===== src/rtl/bcd_pkg.sv =====
// Shared definitions for the digit-serial BCD arithmetic path.
package bcd_pkg;

  localparam int unsigned DIGIT_W = 4;
  localparam logic [DIGIT_W-1:0] BCD_MAX = 4'd9;

  // Controller state encoding, kept as plain constants for older tools.
  typedef logic [1:0] state_t;
  localparam state_t ST_IDLE = 2'd0;
  localparam state_t ST_RUN  = 2'd1;
  localparam state_t ST_DONE = 2'd2;

  // A nibble is a legal BCD digit when it does not exceed nine.
  function automatic logic digit_valid(input logic [DIGIT_W-1:0] d);
    return (d <= BCD_MAX);
  endfunction

endpackage


===== src/rtl/bcd_digit_addsub.sv =====
// Single-digit BCD add/subtract with decimal carry or borrow.
module bcd_digit_addsub
  import bcd_pkg::*;
(
  input  logic [DIGIT_W-1:0] a,
  input  logic [DIGIT_W-1:0] b,
  input  logic               cin,
  input  logic               sub,
  output logic [DIGIT_W-1:0] digit,
  output logic               cout
);

  logic [5:0] sum_w;
  logic [5:0] diff_w;

  // Work in six bits so neither the add overflow nor the negative difference is truncated.
  always_comb begin
    sum_w  = {2'b00, a} + {2'b00, b} + {5'b00000, cin};
    diff_w = {2'b00, a} - {2'b00, b} - {5'b00000, cin};
    digit  = '0;
    cout   = 1'b0;
    if (sub) begin
      if (diff_w[5]) begin
        digit = 4'(diff_w + 6'd10);
        cout  = 1'b1;
      end else begin
        digit = 4'(diff_w);
      end
    end else begin
      if (sum_w > 6'd9) begin
        digit = 4'(sum_w - 6'd10);
        cout  = 1'b1;
      end else begin
        digit = 4'(sum_w);
      end
    end
  end

endmodule


===== src/rtl/bcd_addsub_seq.sv =====
// Digit-serial multi-digit BCD adder/subtractor, least significant digit first.
module bcd_addsub_seq
  import bcd_pkg::*;
#(
  parameter int DIGITS = 4
) (
  input  logic                  clk_i,
  input  logic                  rst_i,
  input  logic                  start_i,
  input  logic                  sub_i,
  input  logic [4*DIGITS-1:0]   a_i,
  input  logic [4*DIGITS-1:0]   b_i,
  output logic                  busy_o,
  output logic                  done_o,
  output logic [4*DIGITS-1:0]   result_o,
  output logic                  carry_o,
  output logic                  invalid_o
);

  localparam int W  = 4 * DIGITS;
  localparam int CW = $clog2(DIGITS + 1);

  state_t          state_q, state_d;
  logic [W-1:0]    a_sr_q, a_sr_d;
  logic [W-1:0]    b_sr_q, b_sr_d;
  logic [W-1:0]    res_sr_q, res_sr_d;
  logic [W+3:0]    res_cat;
  logic            sub_q, sub_d;
  logic            carry_q, carry_d;
  logic            bad_q, bad_d;
  logic [CW-1:0]   cnt_q, cnt_d;
  logic [W-1:0]    result_q, result_d;
  logic            cout_q, cout_d;
  logic            inv_q, inv_d;
  logic            done_q, done_d;
  logic            accept;
  logic [3:0]      dig;
  logic            dig_cout;

  // The one digit slice, always fed from the bottom of the operand shift registers.
  bcd_digit_addsub u_digit (
    .a     (a_sr_q[3:0]),
    .b     (b_sr_q[3:0]),
    .cin   (carry_q),
    .sub   (sub_q),
    .digit (dig),
    .cout  (dig_cout)
  );

  // Next-state logic: capture on start, shift one digit per RUN cycle, publish from DONE.
  always_comb begin
    state_d  = state_q;
    a_sr_d   = a_sr_q;
    b_sr_d   = b_sr_q;
    res_sr_d = res_sr_q;
    sub_d    = sub_q;
    carry_d  = carry_q;
    bad_d    = bad_q;
    cnt_d    = cnt_q;
    result_d = result_q;
    cout_d   = cout_q;
    inv_d    = inv_q;
    done_d   = 1'b0;
    accept   = 1'b0;
    res_cat  = {dig, res_sr_q} >> 4;

    case (state_q)
      ST_IDLE: begin
        accept = start_i;
      end
      ST_RUN: begin
        a_sr_d   = a_sr_q >> 4;
        b_sr_d   = b_sr_q >> 4;
        res_sr_d = res_cat[W-1:0];
        carry_d  = dig_cout;
        bad_d    = bad_q | ~digit_valid(a_sr_q[3:0]) | ~digit_valid(b_sr_q[3:0]);
        cnt_d    = cnt_q + 1'b1;
        if (cnt_q == CW'(DIGITS - 1)) begin
          state_d = ST_DONE;
        end
      end
      ST_DONE: begin
        done_d   = 1'b1;
        result_d = bad_q ? '0 : res_sr_q;
        cout_d   = bad_q ? 1'b0 : carry_q;
        inv_d    = bad_q;
        state_d  = ST_IDLE;
        accept   = start_i;
      end
      default: begin
        state_d = ST_IDLE;
      end
    endcase

    if (accept) begin
      a_sr_d  = a_i;
      b_sr_d  = b_i;
      sub_d   = sub_i;
      carry_d = 1'b0;
      bad_d   = 1'b0;
      cnt_d   = '0;
      state_d = ST_RUN;
    end
  end

  // State and datapath registers with synchronous reset.
  always_ff @(posedge clk_i) begin
    if (rst_i) begin
      state_q  <= ST_IDLE;
      a_sr_q   <= '0;
      b_sr_q   <= '0;
      res_sr_q <= '0;
      sub_q    <= 1'b0;
      carry_q  <= 1'b0;
      bad_q    <= 1'b0;
      cnt_q    <= '0;
      result_q <= '0;
      cout_q   <= 1'b0;
      inv_q    <= 1'b0;
      done_q   <= 1'b0;
    end else begin
      state_q  <= state_d;
      a_sr_q   <= a_sr_d;
      b_sr_q   <= b_sr_d;
      res_sr_q <= res_sr_d;
      sub_q    <= sub_d;
      carry_q  <= carry_d;
      bad_q    <= bad_d;
      cnt_q    <= cnt_d;
      result_q <= result_d;
      cout_q   <= cout_d;
      inv_q    <= inv_d;
      done_q   <= done_d;
    end
  end

  assign busy_o    = (state_q == ST_RUN);
  assign done_o    = done_q;
  assign result_o  = result_q;
  assign carry_o   = cout_q;
  assign invalid_o = inv_q;

endmodule


===== config.mk =====
export PLATFORM = sky130hd
export DESIGN_NAME = bcd_addsub_seq
export DESIGN_NICKNAME = d
export VERILOG_FILES = /design/src/rtl/bcd_pkg.sv /design/src/rtl/bcd_digit_addsub.sv /design/src/rtl/bcd_addsub_seq.sv
export SDC_FILE = /design/constraint.sdc
export NUM_CORES = 1
export LEC_CHECK = 0
export BUFFER_PORTS_ARGS = -buffer_cell sky130_fd_sc_hd__buf_2
export CAP_MARGIN = 5
export CORE_MARGIN = 4
export CORE_UTILIZATION = 51
export DETAILED_ROUTE_END_ITERATION = 8
export PLACE_DENSITY = 0.88
export SKIP_CTS_REPAIR_TIMING = 1
export SLEW_MARGIN = 20
export SYNTH_ARGS = -nofsm -noshare
export SYNTH_HDL_FRONTEND = slang
export SYNTH_HIERARCHICAL = 1
export SYNTH_SLANG_ARGS = --single-unit

===== constraint.sdc =====
create_clock -name clk_i -period 2.4 [get_ports clk_i]
set_clock_uncertainty 0.15 [all_clocks]
set_input_delay 0.36 -clock clk_i [delete_from_list [all_inputs] [get_ports clk_i]]
set_output_delay 0.36 -clock clk_i [all_outputs]
set_load 0.01 [all_outputs]

==> impl_metrics.yaml <==
grt:
  use_met1_pct: 23.60
  grt_pass1_wl_mm: 13.41
  grt_util_met3_pct: 4.594
  grt_pass1_vias: 2913
  use_met2_pct: 33.03
  top_usage_layer: "met2"
  grt_start_max_net_pins: 51
  antenna_found_initial: 0
  grt_remaining_overflow: 0
  grt_use_total_pct: 19.36
power:
  internal_power_mw: 2.030
  power_frac_clock_pct: 30.1
  p_comb_share_pct: 24.7
  power_frac_seq_pct: 45.3
  ir_drop_uv: 495.9
  power.total_mw: 2.991
  p_per_area_mw_per_mm2: 706.6
  switchingPower_uw: 960.6
  p_leak_nw: 1.636
  switching_share_pct: 32.12
layout:
  areaGrowthSynthToFinish_pct: 17.59
  drive_above_1_share_pct: 29.18
  n_antenna_cell: 0
  fin_cells: 569
  fin_nets: 520
synthesis:
  yosys-top-cells-area: "dfxtp_1 42%, nand2_1 11%, a311oi_2 7.5%"
  ys.flop_type: "dfxtp_1"
  yosys.area.top_type_share_pct: 41.71
  synth_fp_nets: 469
  synth.avg_cell_area_sq_um: 8.632
  yosysMostFrequentCell: "nand2_1"
  async_flop_share_pct: 0
  yosysSeqAreaShare_pct: 41.71
  synthTopCellsByCount: "102 x nand2_1, 75 x dfxtp_1, 51 x a21oi_1"
  synth_edf_count: 0
  yosys.cell_types.count: 42
  yosys.area.top_type: "dfxtp_1"
  synth-seq-cells: 75
  syn-cell-area_sq_mm: 0.003600
  syn_inst: 417
  yosys_warnings: 6
hold_path:
  hp-class: "in2reg"
  worstHoldPathCells: 3
critical_path:
  criticalPathCategory: "reg2reg"
  cp-start-kind: "register"
  rrSetupSlack_ns: -0.21
  cp_max_fo: 5
  end_kind: "register"
  reg2regPathDepth: 11
  cp_data_arrival_time_ns: 2.75
  required_ns: 2.53
die:
  core-area_sq_mm: 0.006832
  start_util_pct: 52.69
  placementRows: 30
  die_h_microns: 92.02
  ios: 56
  die_area_sq_mm: 0.008467
  die_w_microns: 92.02
timing:
  finalHoldViolCount: 0
  postLayoutSetupSlackWorst_ns: -0.2135
  worst_pin_slew_ns: 0.7334
  max_freq_ghz: 0.3826
  setup_viol: 4
  holdWs_ns: 0.09049
  slew_viol_final: 0
  period_needed_ns: 2.613
  final.period_utilization_pct: 108.9
  slew_headroom_pct: 51.11
  rsz0062_at_grt: "yes"
clocking:
  clock_sinks: 75
  cts_tree: "yes"
  clock_latency_ns: 0.36
  cts.clk_slew.worst_paths_ns: 0.08
  h-tree-depth: 3
  cts-root-buf: "clkbuf_8"
  clockBufferDepth: 2
  numCtsBuffers: 9
run:
  maxCapViolations: 0
placed_design:
  portBuffers: 55
  dp_hpwl_mm: 5.379
  placed_cells: 550
  gp_congestion: 0.8279
routing:
  drt-initial-drc-count: 298
  totalWireLength_mm: 8.934
  drtAntennaViolNets: 0
  wl_per_cell_microns: 15.70
  vias: 3191
  via_per_inst: 5.608
  drc: 0
  dr.pass1.iters: 7
status:
  violations: "negative setup slack"
  status: "complete, but fails checks"
==> critical path, cell delays in order (launching register included) <==
cell      delay (ns)
dfxtp_2         0.36
inv_4           0.05
fa_2            0.41
buf_4           0.15
o21bai_1        0.13
a21oi_1         0.16
xnor2_2         0.35
nand2_1         0.11
a211o_1         0.31
o211ai_1        0.11
nand2_1         0.09
a21oi_1         0.16
==> cell families after synthesis <==
kind of cell | Yosys count | synth area share (%)
mux | 6 | 1.668
flops | 75 | 41.71
compound gates | 93 | 19.67
buf+inv | 48 | 7.820
fa+ha+maj | 16 | 6.187
simple gates | 170 | 20.16
xor+xnor | 9 | 2.781
==> cells in the final DEF (no fill, tap or decap), drive strengths merged <==
cell type	count
o211a	1
a211oi	1
a311oi	18
nor3	7
inv	16
and3	1
o21ba	1
fa	3
a21oi	52
clkinv	4
o21ai	7
ha	13
or2b	1
a211o	2
clkinvlp	2
nand3	27
a22oi	5
nand2b	4
xor2	2
o211ai	1
o22ai	1
o21bai	2
clkbuf	9
nor2b	2
dfxtp	75
and2	1
o2bb2ai	1
nor3b	1
xnor3	1
nand2	102
xnor2	6
buf	73
nor2	24
o21a	1
mux2i	6
==> final cells by class <==
class | instances | area (sq um)
clock buffers | 9 | 123.9
well taps | 96 | 120.1
repair buffers | 73 | 410.4
inverters | 15 | 63.81
flip-flops and latches | 75 | 1505
clock inverters | 7 | 58.81
multi-input cells | 294 | 1951
fillers | 545 | 2599
==> layer usage <==
layer  up-vias  routed length, microns  share of wire, %
met3        31                     595               6.7
met4         0                     249               2.8
met5         -                       0                 0
met1      1501                    3533                40
met2       147                    4556                51
li1       1512                       -                 -
==> per-stage QoR <==
stage	setup slack (ns)	cell area, sq um	TNS, ns	utilization, %
CTS	-0.3944	4073	-1.134	59.62
global placement	-0.09410	3890	-0.1738	56.94
finish	-0.2135	4233	-0.4890	61.96
detailed placement	-0.2286	3890	-0.7512	56.94
global route	-0.2498	4233	-0.7968	61.96
floorplan	0.02473	3600	0	-
==> registers in the layout (all words and copies together), names as in the netlist <==
signal     cells
a_sr_q        16
b_sr_q        16
bad_q          1
carry_o        1
carry_q        1
cnt_q          3
done_o         1
invalid_o      1
res_sr_q      16
result_o      16
state_q        2
sub_q          1
==> power groups by stage <==
| stage | clock, mW | combinational, mW | sequential, mW |
|---|---|---|---|
| final | 0.899 | 0.738 | 1.35 |
| after global routing | 0.958 | 0.788 | 1.36 |
| after CTS | 0.905 | 0.580 | 1.35 |
| after detailed placement | 0 | 0.567 | 1.37 |
| after global placement | 0 | 0.541 | 1.37 |
| after floorplan | 0 | 0.454 | 1.36 |
==> final timing paths <==
kind / end / from
setup reg to reg: res_sr_q[14] / a_sr_q[0]
hold / removal: a_sr_q[14] / a_i[14]
setup / recovery: res_sr_q[14] / a_sr_q[0]
hold reg to reg: result_o[1] / result_o[1]
Note: power is estimated with default switching activity, not from simulation.
